## src/rtl/button_led_pkg.sv

```systemverilog
// Shared types and helpers for the board LED controller: mode encoding,
// default timing constants and counter-width derivation.
package button_led_pkg;

  typedef enum logic [1:0] {
    MODE_OFF   = 2'd0,
    MODE_COUNT = 2'd1,
    MODE_SCAN  = 2'd2,
    MODE_SOC   = 2'd3
  } mode_t;

  localparam int DEFAULT_DEBOUNCE_CYCLES = 1_000_000;
  localparam int DEFAULT_STEP_CYCLES     = 12_500_000;

  localparam logic [3:0] SCAN_ENTRY = 4'b0001;

  // Width of a counter that must hold 0..cycles-1 (at least one bit)
  function automatic int cnt_width(input int cycles);
    return (cycles > 1) ? $clog2(cycles) : 1;
  endfunction

  // Mode sequence OFF -> COUNT -> SCAN -> SOC -> OFF
  function automatic mode_t next_mode(input mode_t m);
    mode_t r;
    case (m)
      MODE_OFF:   r = MODE_COUNT;
      MODE_COUNT: r = MODE_SCAN;
      MODE_SCAN:  r = MODE_SOC;
      default:    r = MODE_OFF;
    endcase
    return r;
  endfunction

endpackage

```

## src/rtl/button_debounce.sv

```systemverilog
// Synchronizes one active-low raw push-button, debounces it and emits a
// single-cycle press pulse on each accepted 1->0 level change.
module button_debounce
  import button_led_pkg::*;
#(
  parameter int DEBOUNCE_CYCLES = DEFAULT_DEBOUNCE_CYCLES
) (
  input  logic clk,
  input  logic resetn,
  input  logic raw_in,
  output logic level_out,
  output logic press_out
);

  localparam int            CW       = cnt_width(DEBOUNCE_CYCLES);
  localparam logic [CW-1:0] CNT_LAST = CW'(DEBOUNCE_CYCLES - 1);

  logic          sync1_q, sync1_d;
  logic          sync2_q, sync2_d;
  logic          level_q, level_d;
  logic          press_q, press_d;
  logic [CW-1:0] cnt_q, cnt_d;

  // Count consecutive samples that disagree with the accepted level; flip on the last one
  always_comb begin
    sync1_d = raw_in;
    sync2_d = sync1_q;
    level_d = level_q;
    cnt_d   = '0;
    press_d = 1'b0;
    if (sync2_q != level_q) begin
      if (cnt_q == CNT_LAST) begin
        level_d = sync2_q;
        press_d = ~sync2_q;
      end else begin
        cnt_d = cnt_q + 1'b1;
      end
    end
  end

  // Synchronizer, debounce counter and press pulse registers; idle state is "released"
  always_ff @(posedge clk) begin
    if (!resetn) begin
      sync1_q <= 1'b1;
      sync2_q <= 1'b1;
      level_q <= 1'b1;
      press_q <= 1'b0;
      cnt_q   <= '0;
    end else begin
      sync1_q <= sync1_d;
      sync2_q <= sync2_d;
      level_q <= level_d;
      press_q <= press_d;
      cnt_q   <= cnt_d;
    end
  end

  assign level_out = level_q;
  assign press_out = press_q;

endmodule

```

## src/rtl/button_led_ctrl.sv

```systemverilog
// Board LED controller: two debounced buttons select one of four LED modes
// (off, binary count, bouncing scan, SoC pass-through) and pause stepping.
module button_led_ctrl
  import button_led_pkg::*;
#(
  parameter int DEBOUNCE_CYCLES = DEFAULT_DEBOUNCE_CYCLES,
  parameter int STEP_CYCLES     = DEFAULT_STEP_CYCLES
) (
  input  logic       io_systemClk,
  input  logic       io_asyncResetn,
  input  logic [1:0] butons,
  input  logic [3:0] soc_leds,
  output logic [3:0] leds,
  output logic [1:0] mode,
  output logic       paused
);

  localparam int            PW         = cnt_width(STEP_CYCLES);
  localparam logic [PW-1:0] PRESC_LAST = PW'(STEP_CYCLES - 1);

  logic [1:0]    btn_level;
  logic [1:0]    btn_press;
  logic          mode_press;
  logic          pause_press;
  logic          tick;
  logic          mode_change;

  mode_t         mode_q, mode_d;
  logic          paused_q, paused_d;
  logic [PW-1:0] presc_q, presc_d;
  logic [3:0]    count_q, count_d, count_step;
  logic [3:0]    scan_q, scan_d, scan_step;
  logic          scan_up_q, scan_up_d, scan_up_step;
  logic [3:0]    leds_q, leds_d;

  button_debounce #(.DEBOUNCE_CYCLES(DEBOUNCE_CYCLES)) u_mode_btn (
    .clk       (io_systemClk),
    .resetn    (io_asyncResetn),
    .raw_in    (butons[0]),
    .level_out (btn_level[0]),
    .press_out (btn_press[0])
  );

  button_debounce #(.DEBOUNCE_CYCLES(DEBOUNCE_CYCLES)) u_pause_btn (
    .clk       (io_systemClk),
    .resetn    (io_asyncResetn),
    .raw_in    (butons[1]),
    .level_out (btn_level[1]),
    .press_out (btn_press[1])
  );

  // A press only counts while the debounced level reads "pressed"
  assign mode_press  = btn_press[0] & ~btn_level[0];
  assign pause_press = btn_press[1] & ~btn_level[1];

  assign tick = ~paused_q && (presc_q == PRESC_LAST);

  // Mode FSM, pause toggle and prescaler; a mode change overrides a same-cycle pause press
  always_comb begin
    mode_d      = mode_q;
    paused_d    = paused_q;
    presc_d     = presc_q;
    mode_change = 1'b0;
    if (!paused_q) begin
      presc_d = tick ? '0 : presc_q + 1'b1;
    end
    if (pause_press) begin
      paused_d = ~paused_q;
      if (paused_q) begin
        presc_d = '0;
      end
    end
    if (mode_press) begin
      mode_d      = next_mode(mode_q);
      paused_d    = 1'b0;
      presc_d     = '0;
      mode_change = 1'b1;
    end
  end

  // Pattern stepping and LED mux; LEDs register the post-tick value so they move one clock after tick
  always_comb begin
    count_step   = count_q;
    scan_step    = scan_q;
    scan_up_step = scan_up_q;
    if (tick && (mode_q == MODE_COUNT)) begin
      count_step = count_q + 4'd1;
    end
    if (tick && (mode_q == MODE_SCAN)) begin
      if (scan_up_q) begin
        if (scan_q[3]) begin
          scan_step    = 4'b0100;
          scan_up_step = 1'b0;
        end else begin
          scan_step = scan_q << 1;
        end
      end else begin
        if (scan_q[0]) begin
          scan_step    = 4'b0010;
          scan_up_step = 1'b1;
        end else begin
          scan_step = scan_q >> 1;
        end
      end
    end
    count_d   = mode_change ? 4'd0 : count_step;
    scan_d    = mode_change ? SCAN_ENTRY : scan_step;
    scan_up_d = mode_change ? 1'b1 : scan_up_step;
    case (mode_q)
      MODE_COUNT: leds_d = count_step;
      MODE_SCAN:  leds_d = scan_step;
      MODE_SOC:   leds_d = soc_leds;
      default:    leds_d = 4'b0000;
    endcase
  end

  // State and output registers with synchronous active-low reset
  always_ff @(posedge io_systemClk) begin
    if (!io_asyncResetn) begin
      mode_q    <= MODE_OFF;
      paused_q  <= 1'b0;
      presc_q   <= '0;
      count_q   <= 4'd0;
      scan_q    <= SCAN_ENTRY;
      scan_up_q <= 1'b1;
      leds_q    <= 4'b0000;
    end else begin
      mode_q    <= mode_d;
      paused_q  <= paused_d;
      presc_q   <= presc_d;
      count_q   <= count_d;
      scan_q    <= scan_d;
      scan_up_q <= scan_up_d;
      leds_q    <= leds_d;
    end
  end

  assign leds   = leds_q;
  assign mode   = mode_q;
  assign paused = paused_q;

endmodule

```

## config.mk

```make
export PLATFORM = sky130hd
export DESIGN_NAME = button_led_ctrl
export DESIGN_NICKNAME = d
export VERILOG_FILES = /design/src/rtl/button_led_pkg.sv /design/src/rtl/button_debounce.sv /design/src/rtl/button_led_ctrl.sv
export SDC_FILE = /design/constraint.sdc
export NUM_CORES = 1
export LEC_CHECK = 0
export ABC_AREA = 1
export BUFFER_PORTS_ARGS = -buffer_cell sky130_fd_sc_hd__clkbuf_2
export CAP_MARGIN = 20
export CORE_UTILIZATION = 28
export CTS_CLUSTER_DIAMETER = 80
export DETAILED_ROUTE_END_ITERATION = 10
export PLACE_DENSITY = 0.46
export REMOVE_ABC_BUFFERS = 1
export SLEW_MARGIN = 20
export SYNTH_ARGS = -nofsm -noshare
export SYNTH_HDL_FRONTEND = slang
export SYNTH_HIERARCHICAL = 1
export SYNTH_SLANG_ARGS = --single-unit
```

## constraint.sdc

```tcl
create_clock -name io_systemClk -period 3.8 [get_ports io_systemClk]
set_clock_uncertainty 0.05 [all_clocks]
set_input_delay 0.38 -clock io_systemClk [delete_from_list [all_inputs] [get_ports io_systemClk]]
set_output_delay 0.38 -clock io_systemClk [all_outputs]
set_load 0.01 [all_outputs]
```

-- After elaboration in Yosys (flattened, before gate mapping)
Cells that the tools add are included.
- add/subtract/negate cells: 4
- equality and inequality tests: 8
- mux-type cells: 15
- bitwise logic cells: 10
- reductions and logical operators: 12
- operators with widths (cell ; count):
    24-bit two-way mux ; 4
    20-bit by 1-bit adder with 20-bit output (second input constant) ; 2
    20-bit equality test (second input constant) ; 2
    24-bit by 1-bit adder with 24-bit output (second input constant) ; 1
    24-bit equality test (second input constant) ; 1
    4-bit two-way mux ; 4
    4-bit case mux with 3 select lines ; 1
    1-bit inverter ; 8
    2-bit case mux with 3 select lines ; 1
    3-bit AND reduction ; 2
    3-bit OR reduction ; 2
    4-bit by 1-bit adder with 4-bit output (second input constant) ; 1
    2-bit equality test (second input constant) ; 2
    1-bit two-way mux ; 4
    2-bit AND reduction ; 2
    2-bit OR reduction ; 2
    1-bit logical AND ; 3
    3-bit two-way mux ; 1
    1-bit AND ; 2
    2-bit by 1-bit equality test with 1-bit output (second input constant) ; 1
    2-bit logical NOT ; 1
    1-bit inequality test ; 2
- register bits: 88
- bits of input ports: 8
- output and inout port bits: 7
- logic and storage cells: 66

-- Logic depth before layout (Yosys ltp)
- depth after elaboration: 6
- gate-level depth with buffers: 12
- gate-level depth less buffers: 12

-- Hierarchy
Netlist, hierarchy kept.
- by module, submodules not included (module ; times used ; cells an instance ; area each (µm²) ; sequential area each (µm²)):
    button_debounce ; 2 ; 155 ; 1146.1 ; 480.5
    button_led_ctrl ; 1 ; 347 ; 2287.2 ; 800.8

-- Worst setup path after synthesis
No wires, ideal clock.
- kind: reg-to-reg
- from: reg presc_q[0]
- to: reg presc_q[18]
- data arrival time: 1.458 ns
- data required time: 3.628 ns
- path slack: 2.171 ns
- stages on the path, launching flop included: 11
- clock period less this slack: 1.629 ns
- cell sequence: dfxtp_1 > ha_1 > nand2_1 > nor2_2 > nand2_2 > nor3_4 > nand2_2 > nor2_4 > nand2_4 > o21ai_0 > a21oi_1
- word-level cells in the longest chain between the ends: 6
- elaborated cells on any way between the ends: 7
- RTL lines (what ; line ; text):
    from (decl) ; button_led_ctrl.sv:30 ; logic [PW-1:0] presc_q, presc_d;
    from (signal assigned) ; button_led_ctrl.sv:130 ; presc_q <= presc_d;
    branches (longest 2 deep; another with 24-bit by 1-bit adder with 24-bit output) ; n/a ;
    24-bit two-way mux * ; button_led_ctrl.sv:65 ; presc_d = tick ? '0 : presc_q + 1'b1;
    24-bit two-way mux * ; button_led_ctrl.sv:64 ; if (!paused_q) begin
    24-bit two-way mux ; button_led_ctrl.sv:69 ; if (paused_q) begin
    24-bit two-way mux * ; button_led_ctrl.sv:67 ; if (pause_press) begin
Every way passes the cells marked *.
A chain may end at the register's enable or synchronous reset.

-- Worst setup path in the final report
- from: reg presc_q[0]
- to: reg presc_q[6]
Same word-level chain as after synthesis.

==> results.json <==
{
  "rr_startpoint": "presc_q[0]",
  "leakage_uw": 0.00186,
  "crit_path_end_kind": "flop",
  "core-area_sq_mm": 0.0159,
  "avgSynthCellArea_sq_um": 6.97,
  "io_pins": 15,
  "post_cts_buffers": 0,
  "synth_top_area_share_pct": 38.5,
  "drt-pass1-iter-count": 4,
  "via_count": 3879,
  "clk_latency_ns": 0.34,
  "ys_seq_area_share_pct": 38.5,
  "grt_overflow": 0,
  "finalSetupViolCount": 0,
  "netlist_area_sq_mm": 0.00458,
  "initial_utilization_pct": 28.7,
  "grt_antenna_before_repair": 0,
  "gp_congestion": 0.884,
  "synthCells": 657,
  "numCtsBuffers": 9,
  "die_w_microns": 130,
  "seq_area_sq_mm": 0.00176,
  "peakVddDrop_mv": 0.207,
  "synth_edf_count": 0,
  "ctsResizeCount": 0,
  "fp-row-count": 46,
  "drc": 0,
  "syn_to_final_growth_pct": 12.1,
  "arrival_ns": 2.22,
  "min-delay-start": "butons[0]",
  "cts_hold_buf": 0,
  "grt_use_total_pct": 12.9,
  "synthArstFlopShare_pct": 0,
  "path_class": "flop to flop",
  "io_buffers": 14,
  "path_clk_slew_ns": 0.06,
  "synth.distinct_cells": 40,
  "startpoint": "presc_q[0]",
  "synth_top_cell_by_area": "dfxtp_1",
  "worstSetupStartpointType": "flop",
  "synthTopCellsByCount": "nand2_1, nor2_1, dfxtp_1, inv_1, nand3_1",
  "first_global_vias": 3659,
  "drive_gt1_share_pct": 11.9,
  "fin_setup_tns_ns": 0,
  "stdcell_count": 896,
  "rsz0062_at_grt": "no",
  "ys_ff_latch": 88,
  "hp-class": "input pin to flop",
  "numClockSinks": 88,
  "yosysMostFrequentCell": "nand2_1",
  "grt_pass1_wl_mm": 17.1,
  "fin_crit_sh_pct": 53.5,
  "fin_nets": 692,
  "drt_iter0_markers": 193,
  "antenna_left": 0,
  "wl_per_cell_microns": 10.9,
  "worstPathMaxFanout": 17,
  "power_density_mw_per_mm2": 341,
  "drv_slew": 0,
  "slew_headroom_pct": 70.5,
  "cts_tree": "built",
  "max_freq_mhz": 492,
  "viasPerCell": 4.33,
  "htree_levels": 3,
  "nFillCells": 1734,
  "placed_cells": 881,
  "cp.required_ns": 3.99,
  "cts_buffer_depth": 2,
  "antennaDiodeCount": 0,
  "hold_ws_ns": 0.158,
  "cts-root-buf": "clkbuf_16",
  "multi_input_area_sq_mm": 0.00247,
  "ys.flop_type": "dfxtp_1",
  "finalHoldViolations": 0,
  "worst_pin_slew_ns": 0.439,
  "die-area_sq_mm": 0.0169,
  "outcome": "finished, final reports clean",
  "synth_area_leaders": "dfxtp_1, nand2_1, nor2_1",
  "grt_max_degree": 18,
  "drv_cap": 0,
  "post-route-min-period_ns": 2.03,
  "place_hpwl_mm": 7.39,
  "die_h_microns": 130,
  "drt_wl_total_mm": 9.75,
  "ys_warn_count": 6
}
==> worst paths after layout <==
kind,to,depth (start not counted),slack [ns]
min reg2reg,u_mode_btn/sync2_q,2,0.35
max,presc_q[6],10,1.77
min,u_mode_btn/sync1_q,3,0.16
max reg2reg,presc_q[6],10,1.77
==> worst max-delay path, cell delays in order, from the launching register on <==
cell and delay, ns:
dfxtp_1 0.39, ha_1 0.24, nand3_1 0.14, nor2_1 0.16, nand3_2 0.14, nand2_1 0.09, nand2_1 0.08, nand2_2 0.28
inv_1 0.20, nand3_1 0.12, inv_1 0.05
==> report_power, final <==
group	internal, uW	switching [uW]	leakage (uW)
Sequential	928	5.03	0.000710
Combinational	9.52	19.0	0.00103
Clock	436	353	0.000125
Total	1370	377	0.00186
==> per-stage QoR <==
stage               setup slack (ns)  utilization, %  instance area (sq um)  total power [uW]
finish                          1.77            32.2                   5130              1750
global route                    1.51            32.2                   5130              1830
CTS                             1.77            32.2                   5130              1780
global placement                1.86            30.6                   4880               981
floorplan                       2.13               -                   4540               970
detailed placement              1.76            30.6                   4880               982
==> area by class of cell <==
type | count | area share [%]
multi-input cells | 482 | 48.1
flip-flops and latches | 88 | 34.3
inverters | 81 | 5.92
repair buffers | 14 | 1.37
well taps | 216 | 5.27
clock inverters | 4 | 0.439
clock buffers | 11 | 4.53
==> kinds of logic (layout without fill, tap and decap cells) <==
kind of cell | after synthesis | count (layout) | synth area share [%]
AOI/OAI and AO/OA | 49 | 49 | 6.07
xor gates and xnor gates | 30 | 30 | 5.74
adders and majority gates | 8 | 8 | 2.19
buffers and inverters | 87 | 110 | 7.57
DFF | 88 | 88 | 38.5
and+or+nand+nor | 395 | 395 | 40.0
==> state kept, by name, summed over array words and instances (netlist names), 2 cells and up <==
name               flops
count_q                4
presc_q               24
leds                   4
u_pause_btn/cnt_q     20
scan_q                 4
mode                   2
u_mode_btn/cnt_q      20
==> cells in the final DEF (no fill, tap or decap), drive strengths merged <==
cell type | netlist | final
nor4 | 1 | 1
a221oi | 1 | 1
xnor2 | 10 | 10
dfxtp | 88 | 88
clkinvlp | 0 | 1
inv | 80 | 80
a21boi | 1 | 1
nor2 | 133 | 133
o2111ai | 1 | 1
xor2 | 20 | 20
nand2 | 163 | 163
nand3b | 3 | 3
a22oi | 1 | 1
a21oi | 31 | 31
ha | 8 | 8
o211ai | 1 | 1
clkbuf | 1 | 25
o21ai | 9 | 9
clkinv | 1 | 4
and2 | 2 | 2
a211oi | 2 | 2
nor3 | 10 | 10
nand3 | 58 | 58
o21bai | 2 | 2
or2 | 13 | 13
nand4 | 12 | 12
==> per-layer routing <==
metal  GRT usage [%]  vias to the layer above  wire length (microns)
li1                -                     2101                      -
met1            16.6                     1730                   4890
met2            20.9                       46                   4450
met3            3.90                        2                    358
met4            3.28                        0                     53
met5               0                        -                      0
(Power assumes the default switching activity.)
